--- config.mk ---
export PLATFORM = sky130hd
export DESIGN_NAME = alu_arbiter
export DESIGN_NICKNAME = d
export VERILOG_FILES = /design/src/rtl/alu_arbiter.sv
export SDC_FILE = /design/constraint.sdc
export NUM_CORES = 1
export LEC_CHECK = 0
export ABC_AREA = 1
export CAP_MARGIN = 0
export CORE_ASPECT_RATIO = 0.8
export CORE_MARGIN = 8
export CORE_UTILIZATION = 45
export DETAILED_ROUTE_END_ITERATION = 10
export PLACE_DENSITY = 0.8
export SLEW_MARGIN = 10
export SYNTH_ARGS = -nofsm -noshare
export SYNTH_HDL_FRONTEND = slang
export SYNTH_SLANG_ARGS = --single-unit
--- constraint.sdc ---
create_clock -name clk -period 1.9 [get_ports clk]
set_input_delay 0.285 -clock clk [delete_from_list [all_inputs] [get_ports clk]]
set_output_delay 0.285 -clock clk [all_outputs]
set_load 0.03 [all_outputs]
--- src/rtl/alu_arbiter.sv ---
// alu_arbiter: two-requester round-robin front end for a single 8-bit ALU.
// One operation is accepted in IDLE. It executes in EXEC and is then held
// in RESP until the consumer takes it.
//   clk, rst_n              clock, synchronous active-low reset
//   reqN_valid/ctrl/x/y     operation request from requester N (N = 0,1)
//   reqN_ready              requester N's operation is accepted this cycle
//   rsp_valid/id/out/carry  result, the requester that owns it, carry flag
//   rsp_ready               consumer accepts the result
//   done_cnt0/1             saturating count of results delivered per requester
module alu_arbiter (
  input  logic       clk,
  input  logic       rst_n,
  input  logic       req0_valid,
  input  logic       req1_valid,
  input  logic [3:0] req0_ctrl,
  input  logic [3:0] req1_ctrl,
  input  logic [7:0] req0_x,
  input  logic [7:0] req0_y,
  input  logic [7:0] req1_x,
  input  logic [7:0] req1_y,
  output logic       req0_ready,
  output logic       req1_ready,
  output logic       rsp_valid,
  output logic       rsp_id,
  output logic [7:0] rsp_out,
  output logic       rsp_carry,
  input  logic       rsp_ready,
  output logic [7:0] done_cnt0,
  output logic [7:0] done_cnt1
);

  typedef enum logic [1:0] {IDLE, EXEC, RESP} state_t;

  state_t     state_q, state_d;
  logic       last_grant_q;
  logic [3:0] op_ctrl_q;
  logic [7:0] op_x_q, op_y_q;
  logic       op_id_q;
  logic [7:0] rsp_out_q;
  logic       rsp_carry_q, rsp_id_q;
  logic [7:0] cnt0_q, cnt1_q;

  logic       grant_any, grant_id;
  logic [8:0] xs, ys, pre;
  logic [2:0] sh;
  logic       carry_d;

  // Next state, grant and handshake outputs.
  always_comb begin
    state_d   = state_q;
    grant_any = 1'b0;
    grant_id  = 1'b0;
    unique case (state_q)
      IDLE: begin
        // Gated by rst_n so no ready is visible while reset is held.
        if (rst_n) begin
          if (req0_valid && req1_valid) begin
            grant_any = 1'b1;
            grant_id  = ~last_grant_q;
          end else if (req0_valid) begin
            grant_any = 1'b1;
          end else if (req1_valid) begin
            grant_any = 1'b1;
            grant_id  = 1'b1;
          end
        end
        if (grant_any) state_d = EXEC;
      end
      EXEC: state_d = RESP;
      RESP: if (rsp_ready) state_d = IDLE;
      default: state_d = IDLE;
    endcase
    req0_ready = grant_any && !grant_id;
    req1_ready = grant_any && grant_id;
  end

  // ALU on the latched operands; both operands sign-extended to 9 bits.
  always_comb begin
    xs = {op_x_q[7], op_x_q};
    ys = {op_y_q[7], op_y_q};
    sh = op_x_q[2:0];
    pre = '0;
    case (op_ctrl_q)
      4'b0000: pre = xs + ys;
      4'b0001: pre = xs - ys;
      4'b0010: pre = xs & ys;
      4'b0011: pre = xs | ys;
      4'b0100: pre = ~xs;
      4'b0101: pre = xs ^ ys;
      4'b0110: pre = ~(xs | ys);
      4'b0111: pre = ys << sh;
      4'b1000: pre = $signed(ys) >>> sh;
      4'b1001: pre = {1'b0, op_x_q[7], op_x_q[7:1]};
      4'b1010: pre = {1'b0, op_x_q[6:0], op_x_q[7]};
      4'b1011: pre = {1'b0, op_x_q[0], op_x_q[7:1]};
      4'b1100: pre = (op_x_q == op_y_q) ? 9'd1 : 9'd0;
      default: pre = '0;
    endcase
    carry_d = (op_ctrl_q == 4'b0000 || op_ctrl_q == 4'b0001) ? pre[8] : 1'b0;
  end

  always_ff @(posedge clk) begin
    if (!rst_n) begin
      state_q      <= IDLE;
      last_grant_q <= 1'b1;
      op_ctrl_q    <= '0;
      op_x_q       <= '0;
      op_y_q       <= '0;
      op_id_q      <= 1'b0;
      rsp_out_q    <= '0;
      rsp_carry_q  <= 1'b0;
      rsp_id_q     <= 1'b0;
      cnt0_q       <= '0;
      cnt1_q       <= '0;
    end else begin
      state_q <= state_d;
      if (grant_any) begin
        last_grant_q <= grant_id;
        op_id_q      <= grant_id;
        op_ctrl_q    <= grant_id ? req1_ctrl : req0_ctrl;
        op_x_q       <= grant_id ? req1_x    : req0_x;
        op_y_q       <= grant_id ? req1_y    : req0_y;
      end
      if (state_q == EXEC) begin
        rsp_out_q   <= pre[7:0];
        rsp_carry_q <= carry_d;
        rsp_id_q    <= op_id_q;
      end
      if (state_q == RESP && rsp_ready) begin
        if (!rsp_id_q && cnt0_q != 8'hFF) cnt0_q <= cnt0_q + 8'd1;
        if (rsp_id_q && cnt1_q != 8'hFF) cnt1_q <= cnt1_q + 8'd1;
      end
    end
  end

  assign rsp_valid = (state_q == RESP);
  assign rsp_id    = rsp_id_q;
  assign rsp_out   = rsp_out_q;
  assign rsp_carry = rsp_carry_q;
  assign done_cnt0 = cnt0_q;
  assign done_cnt1 = cnt1_q;

endmodule

### Word-level counts from Yosys, hierarchy flattened

Cells that the tools add are included.

| word-level totals | value |
|---|---|
| bits of input ports | 45 |
| output and inout bits | 29 |
| flip-flop bits (word level) | 50 |

| cells by class | value |
|---|---|
| add/subtract/negate cells | 4 |
| shift-type cells | 2 |
| muxes and demuxes | 19 |
| bitwise gates (word level) | 6 |
| equal/unequal tests | 19 |
| reductions and logical operators | 14 |

Operators with widths:

| operator | count |
|---|---|
| one-hot mux 9 bit (13 select lines) | 1 |
| equality test 4 bit (second input constant) | 5 |
| inverter 9 bit | 2 |
| adder 8 x 1 -> 8 bit (second input constant) | 2 |
| equality test 4 x 3 -> 1 bit (second input constant) | 4 |
| two-way mux 8 bit | 2 |
| inequality test 8 bit (second input constant) | 2 |
| two-way mux 1 bit | 12 |
| adder 8 x 8 -> 9 bit | 1 |
| AND 9 bit | 1 |
| bitwise OR 9 bit | 1 |
| << shifter 9 x 3 -> 9 bit | 1 |
| >>> shifter 8 x 3 -> 9 bit | 1 |
| subtractor 8 x 8 -> 9 bit | 1 |
| bitwise XOR 9 bit | 1 |
| equality test 4 x 2 -> 1 bit (second input constant) | 2 |
| equality test 8 bit | 1 |
| logical AND 1 bit | 6 |
| one-hot mux 2 bit (3 select lines) | 1 |
| AND reduction 2 bit | 3 |
| equality test 4 x 1 -> 1 bit (second input constant) | 1 |
| zero test 4 bit | 1 |
| two-way mux 2 bit | 2 |
| two-way mux 4 bit | 1 |
| 8 further kinds | 9 |

### Logic depth before layout (Yosys ltp)

Gate-level depths: netlist (run 1).

| depth | value |
|---|---|
| depth in word-level cells | 7 |
| gate-level depth with buffers | 16 |
| mapped depth without buffers | 14 |

### Worst setup path after synthesis (run 1)

Ideal clock, no wire load.

| path | value |
|---|---|
| path type | reg2reg |
| from | reg op_x_q[2] |
| to | reg rsp_carry_q (netlist: rsp_carry) |
| clock period less this slack | 2.073 ns |
| arrival time | 1.939 ns |
| cell stages (with the launch flop) | 16 |
| data required time | 1.766 ns |
| setup slack | -0.173 ns |
| buffers on the path | 3 |
| cell sequence | dfxtp_1 > buf_2 > inv_1 > clkbuf_1 > ha_1 > buf_2 > nor2_1 > nand2_1 > nand2_1 > nand2_1 > nand2_1 > nand2_1 > nand3_1 > nand3_1 > nand2_1 > a21oi_1 |

| between the ends | value |
|---|---|
| longest elaborated chain between the ends | 3 |

RTL lines:

| what | line | source |
|---|---|---|
| start, declared | 37 | `logic [7:0] op_x_q, op_y_q;` |
| start signal, assigned | 121 | `op_x_q <= grant_id ? req1_x : req0_x;` |
| subtractor 8 x 8 -> 9 bit, or another cell as far along | 85 | `4'b0001: pre = xs - ys;` |
| one-hot mux 9 bit (13 select lines) (*) | 83 | `case (op_ctrl_q)` |
| two-way mux 1 bit (*) | 99 | `carry_d = (op_ctrl_q == 4'b0000 \|\| op_ctrl_q == 4'b0001) ? pre[8] : 1'b0;` |
| end signal, assigned | 126 | `rsp_carry_q <= carry_d;` |
| end, declared | 40 | `logic rsp_carry_q, rsp_id_q;` |

Mark *: on every way between the ends. The rest lies on a longest branch, timed or not.
A chain may end at the register's enable or synchronous reset.

### Final worst setup path (run 1)

| path | value |
|---|---|
| from | reg op_x_q[0] |
| to | reg rsp_out_q[4] (netlist: rsp_out[4]) |

| between the ends | value |
|---|---|
| longest elaborated chain between the ends | 2 |

RTL lines:

| what | line | source |
|---|---|---|
| subtractor 8 x 8 -> 9 bit, or another cell as far along | 85 |  |
| one-hot mux 9 bit (13 select lines) (*) | 83 |  |
| end signal, assigned | 125 | `rsp_out_q <= pre[7:0];` |
| end, declared | 39 | `logic [7:0] rsp_out_q;` |

Marks and branches as above.

==> flow_summary_export.csv, run 1 <==
group,metric,value,unit
run_status,outcome,"complete, no violations",
timing,hold_violations,0,
setup_path,startpoint,"op_x_q[0]$_SDFFE_PN0P_",
setup_path,arrival,2.11,ns
timing,finalCritPeriodShare,98.8,%
clocking,cts_root_buf,"clkbuf_16",
floorplanning,row_count,31,
setup_path,setup.worst_path.end_class,"flip-flop",
timing,relSlewSlack,66.1,%
floorplanning,start_util,46.4,%
pwr,p_int,2.25,mW
final_layout,nNetsFinal,923,
routing,wl_per_cell,17.2,µm
timing,period_needed,1.88,ns
final_layout,final_area,5860,µm²
min_path,min_path_cells,2,
global_route,grt_pass1_vias,4932,
pwr,p_per_area,623,nW/µm²
pwr,p_leak,2.64,nW
synth,ys_seq_area_share,23.7,%
setup_path,r2r-end,"rsp_out[4]$_SDFFE_PN0N_",
routing,finalWirelength,16600,µm
clocking,htreeDepth,2,
timing,worst_slew_pin_slew,0.508,ns
global_route,grt_max_degree,36,
routing,first_pass_iters,5,
setup_path,reg2reg_depth,14,
clocking,ctsHoldBuffers,0,
final_layout,syn_to_final_growth,38.4,%
place,place_inst,955,
floorplanning,core,9110,µm²
synth,ys_types,37,
global_route,grt.total_usage,25.0,%
floorplanning,die_y,103,µm
job,drv_cap,0,
pwr,max-vdd-ir-drop,0.424,mV
timing,rsz0062_at_grt,"true",
floorplanning,die_area,12800,µm²
min_path,hp-class,"flip-flop to flip-flop",
pwr,switching_power,1.40,mW
final_layout,mostFrequentLayoutCells,"nand2_1, nand3_1, inv_1, clkdlybuf4s50_1, buf_4",
clocking,clockBufferDepth,2,
synth,synthFlopType,"dfxtp_1",
timing,max_freq,533,MHz
pwr,pwr-share-comb,41.3,%
timing,finalClockSkew,0.00544,ns
routing,vias_per_cell,5.46,
clocking,cts.sink_count,50,
floorplanning,io_pins,74,
clocking,insertion_delay,0.30,ns
synth,yosysWarnings,0,
global_route,grt_pass1_wl,25800,µm
clocking,tritoncts,"yes",
synth,syn_inst,726,
pwr,clkPwrFrac,26.7,%
timing,setup_viol,0,
place,io_buffers,73,
timing,maxSlewViolCount,0,
place,placed_cell_area,5520,µm²
setup_path,reg2reg_from,"op_x_q[0]$_SDFFE_PN0P_",
setup_path,cp-start-kind,"flip-flop",
synth,syn_nets,799,
synth,synth_area_per_cell,5.83,µm²
routing,antenna_left,0,
global_route,antenna_found_initial,0,
setup_path,reg2reg_slack,0.02,ns
pwr,power_frac_seq,32.0,%
setup_path,setup.worst_path.end,"rsp_out[4]$_SDFFE_PN0N_",
clocking,clkTransAtPathRegs,0.08,ns
final_layout,final_common_cell,"nand2_1",
final_layout,fin_cells,966,
final_layout,antennaDiodeCount,0,
setup_path,worstPathMaxFanout,5,
routing,drc_errors,0,
setup_path,crit_type,"flip-flop to flip-flop",
routing,num_vias,5271,
place,place_hpwl,13500,µm
clocking,numCtsBuffers,5,
final_layout,nFillCells,847,
pwr,p_sw_share,38.4,%
place,gp_congestion,1.02,
pwr,power.total,3.65,mW
routing,drtIter0Drc,548,
synth,syn_area,4230,µm²
synth,ys_ff_latch,50,
global_route,gr-total-overflow,0,
floorplanning,dieWidth,124,µm
synth,async_reset_ff_share,0,%
final_layout,layout-drive-gt1-share,16.1,%
synth,synth_edf_count,0,
setup_path,required,2.13,ns
## state kept, by name, indices dropped and copies added (netlist names), 2 cells and up
name,count
done_cnt0,8
done_cnt1,8
op_ctrl_q,4
op_x_q,8
op_y_q,8
rsp_out,8
state_q,2
## metrics by stage
| step | util, % | setup TNS [ns] | worst slack, ns | hold slack, ns |
|---|---|---|---|---|
| floorplan | - | 0 | 0.0134 | 0.423 |
| global placement | 60.5 | -0.247 | -0.108 | 0.453 |
| detailed placement | 60.5 | -0.430 | -0.129 | 0.460 |
| CTS | 62.3 | -0.00840 | -0.00428 | 0.472 |
| global route | 64.2 | -0.372 | -0.0909 | 0.497 |
| finish | 64.2 | 0 | 0.0227 | 0.472 |
## critical path, cell delays in order (launching register included)
cell	delay [ns]
dfxtp_4	0.38
clkinv_2	0.06
ha_1	0.17
inv_1	0.07
fa_2	0.35
buf_4	0.15
nand2_1	0.08
nand2_1	0.08
nand2_1	0.07
nand3_1	0.07
nand2_1	0.07
inv_1	0.04
nand3_1	0.07
nand2_1	0.05
a21oi_1	0.12
## synth_stat cells, types with 3 or more instances
library cell | number | area (µm²)
o21a_1 | 3 | 22.5
o21ai_1 | 3 | 15.0
nor2_2 | 5 | 31.3
nor3_1 | 5 | 25.0
dfxtp_1 | 50 | 1000
o21ai_0 | 21 | 105
inv_1 | 71 | 267
nor2_1 | 61 | 229
o211ai_1 | 4 | 30.0
nand4_1 | 12 | 75.1
a31oi_1 | 22 | 138
nand2_1 | 271 | 1020
clkbuf_1 | 11 | 41.3
inv_2 | 5 | 18.8
ha_1 | 26 | 325
a21oi_1 | 33 | 165
nand3_1 | 80 | 400
buf_2 | 12 | 60.1
and2_1 | 3 | 18.8
nor2_4 | 4 | 45.0
## cell type report
cell class / count / area (µm²) / area share [%]
Tap cell: 115 / 144 / 2.46
Inverter: 78 / 298 / 5.09
Multi-Input combinational cell: 573 / 2980 / 50.9
Timing Repair Buffer: 142 / 1260 / 21.6
Sequential cell: 50 / 1010 / 17.3
Clock inverter: 3 / 28.8 / 0.491
Clock buffer: 5 / 125 / 2.14
## metal layers
layer / up-vias / wire, µm / GRT usage [%]
met5: - / 0 / 0
met4: 0 / 306 / 7.66
met3: 25 / 1480 / 3.96
met1: 2371 / 7740 / 34.4
li1: 2593 / - / -
met2: 282 / 7100 / 39.5
## power by group through the flow
stage / registers (mW) / logic [mW] / clock network, mW
after global placement: 1.18 / 1.38 / 0
after floorplan: 1.23 / 0.763 / 0
after global routing: 1.17 / 1.65 / 1.02
after CTS: 1.16 / 1.40 / 0.977
after detailed placement: 1.18 / 1.39 / 0
final: 1.17 / 1.51 / 0.972
## worst min-delay path by stage
stage	start	endpoint	slack, ns
final	op_id_q$_SDFFE_PN0P_	op_id_q$_SDFFE_PN0P_	0.47
after global routing	op_id_q$_SDFFE_PN0P_	op_id_q$_SDFFE_PN0P_	0.50
after CTS	op_id_q$_SDFFE_PN0P_	op_id_q$_SDFFE_PN0P_	0.47
after detailed placement	op_id_q$_SDFFE_PN0P_	op_id_q$_SDFFE_PN0P_	0.46
after global placement	rsp_out[1]$_SDFFE_PN0N_	rsp_out[1]$_SDFFE_PN0N_	0.45
after floorplan	rst_n	done_cnt0[0]$_SDFFE_PN0P_	0.42
## what timing repair did
item                       CTS  global route
cloned                       0             0
setup buffers                0             4
setup endpoints to repair    5            16
gates resized for setup      5            39
pin swaps                    2             9
## cells by family after synthesis
family                   synth area share, %
AO/OA/AOI/OAI                           12.2
buffers and inverters                   9.52
flip-flops                              23.7
adder cells (fa/ha/maj)                 8.64
XOR/XNOR                               0.828
AND/OR/NAND/NOR                         45.2
Note: power is estimated with default switching activity, not from simulation.
==> run 2: changes to the inputs <==
SETUP_SLACK_MARGIN = 0.1   (was default)
==> run 2 against run 1 <==
The flow now finishes with violations (negative setup slack). Fmax down 2.5%. Critical path depth unchanged. Power up 4.7%. Hold slack worse by 0.029 ns. Cell count unchanged. Sequential power about the same. Combinational power up 4%. Global-route usage down 0.42 points. Die area unchanged. Cell area up 2.1%. Flip-flop and latch count unchanged. Register-to-register slack worse by 0.05 ns. Highest routed layer unchanged.
==> flow_summary_export.csv, run 2 (synthesis results as in run 1) <==
group,metric,value,unit
setup_path,crit_chain,"buf_12 > ha_4 > inv_2 > fa_2 > buf_4 > nand2_2 > nand2_2 > nand2_2 > nand2_1 > nand2_1 > nand3_2 > nand3_2 > nand2_1 > a21oi_2",
global_route,grt_pass1_vias,4996,
global_route,grt_busiest_layer,"met2",
routing,finalWirelength,16800,µm
clocking,tritoncts,"yes",
final_layout,layout-drive-gt1-share,18.9,%
routing,first_pass_iters,6,
pwr,p_int,2.40,mW
timing,maxSlewViolCount,0,
timing,hold_violations,0,
global_route,use_met1,33.0,%
floorplanning,die_area,12800,µm²
global_route,antenna_found_initial,0,
place,io_buffers,73,
pwr,clkPwrFrac,28.3,%
pwr,p_leak,2.66,nW
setup_path,arrival,2.16,ns
timing,relSlewSlack,67.2,%
run_status,violations,"negative setup slack",
pwr,pwr-share-comb,41.1,%
final_layout,ff_latch_area,1020,µm²
clocking,numCtsBuffers,5,
floorplanning,die_y,103,µm
clocking,clkTransAtPathRegs,0.07,ns
final_layout,antennaDiodeCount,0,
final_layout,multi_input_area,3080,µm²
final_layout,final_common_cell,"nand2_1",
final_layout,nFillCells,813,
timing,max_freq,519,MHz
pwr,p_per_area,639,nW/µm²
global_route,use_met2,38.4,%
setup_path,worstPathMaxFanout,2,
job,drv_cap,0,
place,gp_congestion,1.02,
timing,finalCritPeriodShare,101,%
clocking,cts_root_buf,"clkbuf_16",
pwr,p_sw_share,37.0,%
timing,period_needed,1.93,ns
timing,setup_ws,-0.0256,ns
clocking,htreeDepth,2,
routing,antenna_left,0,
run_status,outcome,"complete, but fails checks",
clocking,clockBufferDepth,2,
timing,worst_slew_pin_slew,0.491,ns
place,place_hpwl,13100,µm
global_route,grt.total_usage,24.6,%
floorplanning,io_pins,74,
timing,tns,-0.0306,ns
final_layout,nNetsFinal,923,
setup_path,cpPeakStageDelay,0.37,ns
timing,finalClockSkew,0.00843,ns
min_path,hp-class,"primary input to flip-flop",
timing,rsz0062_at_grt,"true",
clocking,insertion_delay,0.30,ns
pwr,power.total,3.82,mW
final_layout,mostFrequentLayoutCells,"nand2_1, nand3_1, clkdlybuf4s50_1, buf_4, inv_1",
routing,wl_per_cell,17.4,µm
routing,num_vias,5341,
global_route,grt_use_met3,5.19,%
routing,drtIter0Drc,556,
floorplanning,core,9110,µm²
routing,drc_errors,0,
global_route,grt_pass1_wl,25400,µm
floorplanning,start_util,46.4,%
pwr,switching_power,1.42,mW
floorplanning,dieWidth,124,µm
setup_path,crit_type,"flip-flop to flip-flop",
timing,setup_viol,2,
global_route,gr-total-overflow,0,
floorplanning,row_count,31,
setup_path,slowest_stage,"dfxtp_2",
routing,vias_per_cell,5.53,
clocking,cts.sink_count,50,
pwr,max-vdd-ir-drop,0.338,mV
setup_path,setup.worst_path.end_class,"flip-flop",
pwr,power_frac_seq,30.7,%
final_layout,finalCoreUtilization,65.6,%
final_layout,syn_to_final_growth,41.4,%
global_route,grt_max_degree,36,
setup_path,cp-start-kind,"flip-flop",
setup_path,required,2.14,ns
-- run 2: power by group through the flow --
stage	sequential, mW	combinational [mW]	clock (mW)
after floorplan	1.23	0.776	0
after global placement	1.19	1.37	0
after detailed placement	1.19	1.37	0
after CTS	1.17	1.41	1.08
after global routing	1.18	1.69	1.13
final	1.17	1.57	1.08
-- run 2: critical path, delay by kind of cell (launching register included) --
family,cells,cell delay [ns]
buffers and inverters,3,0.30
adder cells (fa/ha/maj),2,0.47
AO/OA/AOI/OAI,1,0.14
AND/OR/NAND/NOR,8,0.58
flip-flops,1,0.37
-- run 2: metal layers --
metal | wire (µm) | vias to the layer above | share of wire (%)
li1 | - | 2591 | -
met1 | 7540 | 2440 | 45
met2 | 7290 | 269 | 43
met3 | 1460 | 41 | 8.7
met4 | 516 | 0 | 3.1
met5 | 0 | - | 0
-- run 2: final timing paths --
path,startpoint,to,slack (ns),cells past startpoint
max reg2reg,op_y_q[0]$_SDFFE_PN0P_,rsp_carry$_SDFFE_PN0N_,-0.03,14
max,op_y_q[0]$_SDFFE_PN0P_,rsp_carry$_SDFFE_PN0N_,-0.03,14
min,rst_n,last_grant_q$_SDFFE_PN1P_,0.44,3
min reg2reg,op_id_q$_SDFFE_PN0P_,op_id_q$_SDFFE_PN0P_,0.47,2
-- run 2: cell type report --
| type | count | area share (%) |
|---|---|---|
| Clock buffer | 5 | 2.09 |
| Timing Repair inverter | 1 | 0.126 |
| Tap cell | 115 | 2.41 |
| Clock inverter | 3 | 0.816 |
| Inverter | 78 | 5.04 |
| Sequential cell | 50 | 17.1 |
| Timing Repair Buffer | 141 | 21.0 |
| Multi-Input combinational cell | 573 | 51.4 |
-- run 2: metrics by stage --
step                      cell area [µm²]  std cells  hold WS (ns)  setup WS (ns)
after global placement               5480        949         0.452         -0.116
after CTS                            5730        960         0.465         0.0142
after floorplan                      4300        726         0.423          0.101
final                                5980        966         0.443        -0.0256
after global routing                 5980        966         0.463        -0.0820
after detailed placement             5480        949         0.454        -0.0986
-- run 2: what timing repair did --
item                                   CTS  global route
setup endpoints to repair               12            20
setup buffers                            3             5
gates resized for setup                 20            54
hold buffers                             0             0
gates cloned                             0             1
pin swaps                                7            22
endpoints found under the hold margin    0             0
==> run 3: changes to the inputs <==
DONT_BUFFER_PORTS = 1   (was default)
PLACE_DENSITY = 0.7   (was 0.8)
SETUP_SLACK_MARGIN = default   (was 0.1)
==> run 3 against run 2 <==
The run now ends clean. Flip-flop and latch count is the same. Wire length shrank 2.7%. Fmax grew 5.3%. Sequential power is essentially flat. Hold slack lost 0.36 ns. Via count shrank 4.5%. Sequential share of layout area grew 2.2 points. Critical path type unchanged.
==> flow_summary_export.csv, run 3 (synthesis results as in run 1) <==
group,metric,value,unit
run_status,outcome,"complete, no violations",
floorplanning,start_util,46.4,%
place,place_hpwl,13200,µm
clocking,cts.sink_count,50,
floorplanning,row_count,31,
min_path,hp-class,"primary input to flip-flop",
setup_path,cp_common_cell,"nand2_1",
timing,max_freq,547,MHz
final_layout,mostFrequentLayoutCells,"nand2_1, buf_4, nand3_1, inv_1, nor2_1",
setup_path,cp.depth,12,
setup_path,cp-start-kind,"flip-flop",
setup_path,worstPathMaxFanout,4,
global_route,antenna_found_initial,2,
global_route,gr-total-overflow,0,
routing,vias_per_cell,5.60,
routing,antenna_left,0,
routing,drc_errors,0,
floorplanning,io_pins,74,
final_layout,finalCoreUtilization,57.5,%
pwr,p_int,2.27,mW
floorplanning,die_y,103,µm
timing,finalCritPeriodShare,96.3,%
routing,drtIter0Drc,422,
pwr,clkPwrFrac,29.2,%
pwr,p_sw_share,36.4,%
timing,period_needed,1.83,ns
setup_path,crit_type,"flip-flop to flip-flop",
clocking,numCtsBuffers,5,
timing,fin_hold_ws,0.0866,ns
pwr,max-vdd-ir-drop,0.561,mV
timing,hold_violations,0,
final_layout,final_area,5240,µm²
setup_path,required,2.07,ns
setup_path,critical_path.top_delay_family,"simple AND/OR/NAND/NOR gates",
timing,setup_ws,0.0712,ns
final_layout,final_common_cell,"nand2_1",
pwr,power_frac_seq,33.4,%
setup_path,crit_chain,"buf_4 > nand2_1 > inv_1 > nand2_4 > nor2_4 > buf_4 > o21ai_1 > nand2_1 > nor2_1 > nand3_1 > nand2_1 > a21oi_1",
floorplanning,dieWidth,124,µm
final_layout,layout-drive-gt1-share,18.0,%
clocking,htreeDepth,2,
place,detailedPlace.worstSlack,-0.0336,ns
place,io_buffers,0,
clocking,clockBufferDepth,2,
setup_path,arrival,2.00,ns
final_layout,syn_to_final_growth,23.8,%
timing,finalClockSkew,0.0118,ns
min_path,min_path_cells,1,
setup_path,slowest_stage,"dfxtp_1",
setup_path,setup.worst_path.end_class,"flip-flop",
timing,rsz0062_at_grt,"true",
pwr,p_leak,2.43,nW
pwr,switching_power,1.30,mW
global_route,grt_pass1_wl,25600,µm
pwr,pwr-share-comb,37.4,%
routing,finalWirelength,16300,µm
global_route,grt_pass1_vias,4801,
clocking,tritoncts,"yes",
routing,wl_per_cell,18.0,µm
routing,num_vias,5098,
clocking,clkTransAtPathRegs,0.07,ns
timing,relSlewSlack,70.4,%
place,placed_cell_area,4910,µm²
place,gp_congestion,0.975,
floorplanning,core,9110,µm²
clocking,insertion_delay,0.30,ns
floorplanning,die_area,12800,µm²
job,drv_cap,0,
clocking,cts_root_buf,"clkbuf_16",
timing,worst_slew_pin_slew,0.444,ns
setup_path,critPathBufInv,3,
routing,first_pass_iters,6,
global_route,grt.total_usage,25.0,%
final_layout,nNetsFinal,867,
pwr,p_per_area,683,nW/µm²
timing,setup_viol,0,
global_route,grt_max_degree,36,
setup_path,cpPeakStageDelay,0.36,ns
timing,maxSlewViolCount,0,
setup_path,reg2reg_depth,12,
## run 3: power by group through the flow
stage / clock [mW] / combinational [mW] / sequential [mW]
floorplan: 0 / 0.763 / 1.23
CTS: 1.06 / 1.23 / 1.19
global placement: 0 / 1.21 / 1.21
global route: 1.11 / 1.47 / 1.20
detailed placement: 0 / 1.22 / 1.22
finish: 1.05 / 1.34 / 1.19
## run 3: routing by layer
metal	up-vias	global-route usage (%)	part of all wire, %
met5	-	0	0.080
met4	2	7.20	2.0
met3	31	6.73	9.6
met2	253	36.6	41
met1	2324	34.9	47
li1	2488	-	-
## run 3: area by class of cell
| cell class | instances | area, µm² |
|---|---|---|
| Fill cell | 911 | 3880 |
| Multi-Input combinational cell | 573 | 2950 |
| Sequential cell | 50 | 1010 |
| Timing Repair Buffer | 85 | 661 |
| Inverter | 78 | 298 |
| Tap cell | 115 | 144 |
| Clock buffer | 6 | 139 |
| Clock inverter | 1 | 30.0 |
| Timing Repair inverter | 1 | 7.51 |
| Antenna cell | 1 | 2.50 |
## run 3: worst paths after layout
kind | from | end | slack [ns]
max | op_ctrl_q[1]$_SDFFE_PN0P_ | rsp_carry$_SDFFE_PN0N_ | 0.07
min | rst_n | last_grant_q$_SDFFE_PN1P_ | 0.09
max reg2reg | op_ctrl_q[1]$_SDFFE_PN0P_ | rsp_carry$_SDFFE_PN0N_ | 0.07
min reg2reg | last_grant_q$_SDFFE_PN1P_ | last_grant_q$_SDFFE_PN1P_ | 0.48
## run 3: worst register-to-register path: cells and delay by family, from the launching register on
family / cells / cell delay, ns
buffers and inverters: 3 / 0.42
flip-flops: 1 / 0.36
AO/OA/AOI/OAI: 2 / 0.12
AND/OR/NAND/NOR: 7 / 0.80
## run 3: repair_timing
action / in CTS / in global routing
pin swaps: 0 / 6
buffers inserted: 0 / 6
resized for setup: 1 / 31
gates cloned: 0 / 1
endpoints found under the setup margin: 1 / 14
endpoints found under the hold margin: 0 / 0
hold buffers: 0 / 0
## run 3: through the flow
| step | setup TNS (ns) | total power, mW | instances |
|---|---|---|---|
| 6_report | 0 | 3.58 | 910 |
| 5_1_grt | -0.0379 | 3.79 | 910 |
| 4_1_cts | 0 | 3.49 | 902 |
| 3_5_place_dp | -0.0336 | 2.44 | 895 |
| 3_3_place_gp | 0 | 2.43 | 895 |
| 2_1_floorplan | 0 | 1.99 | 726 |
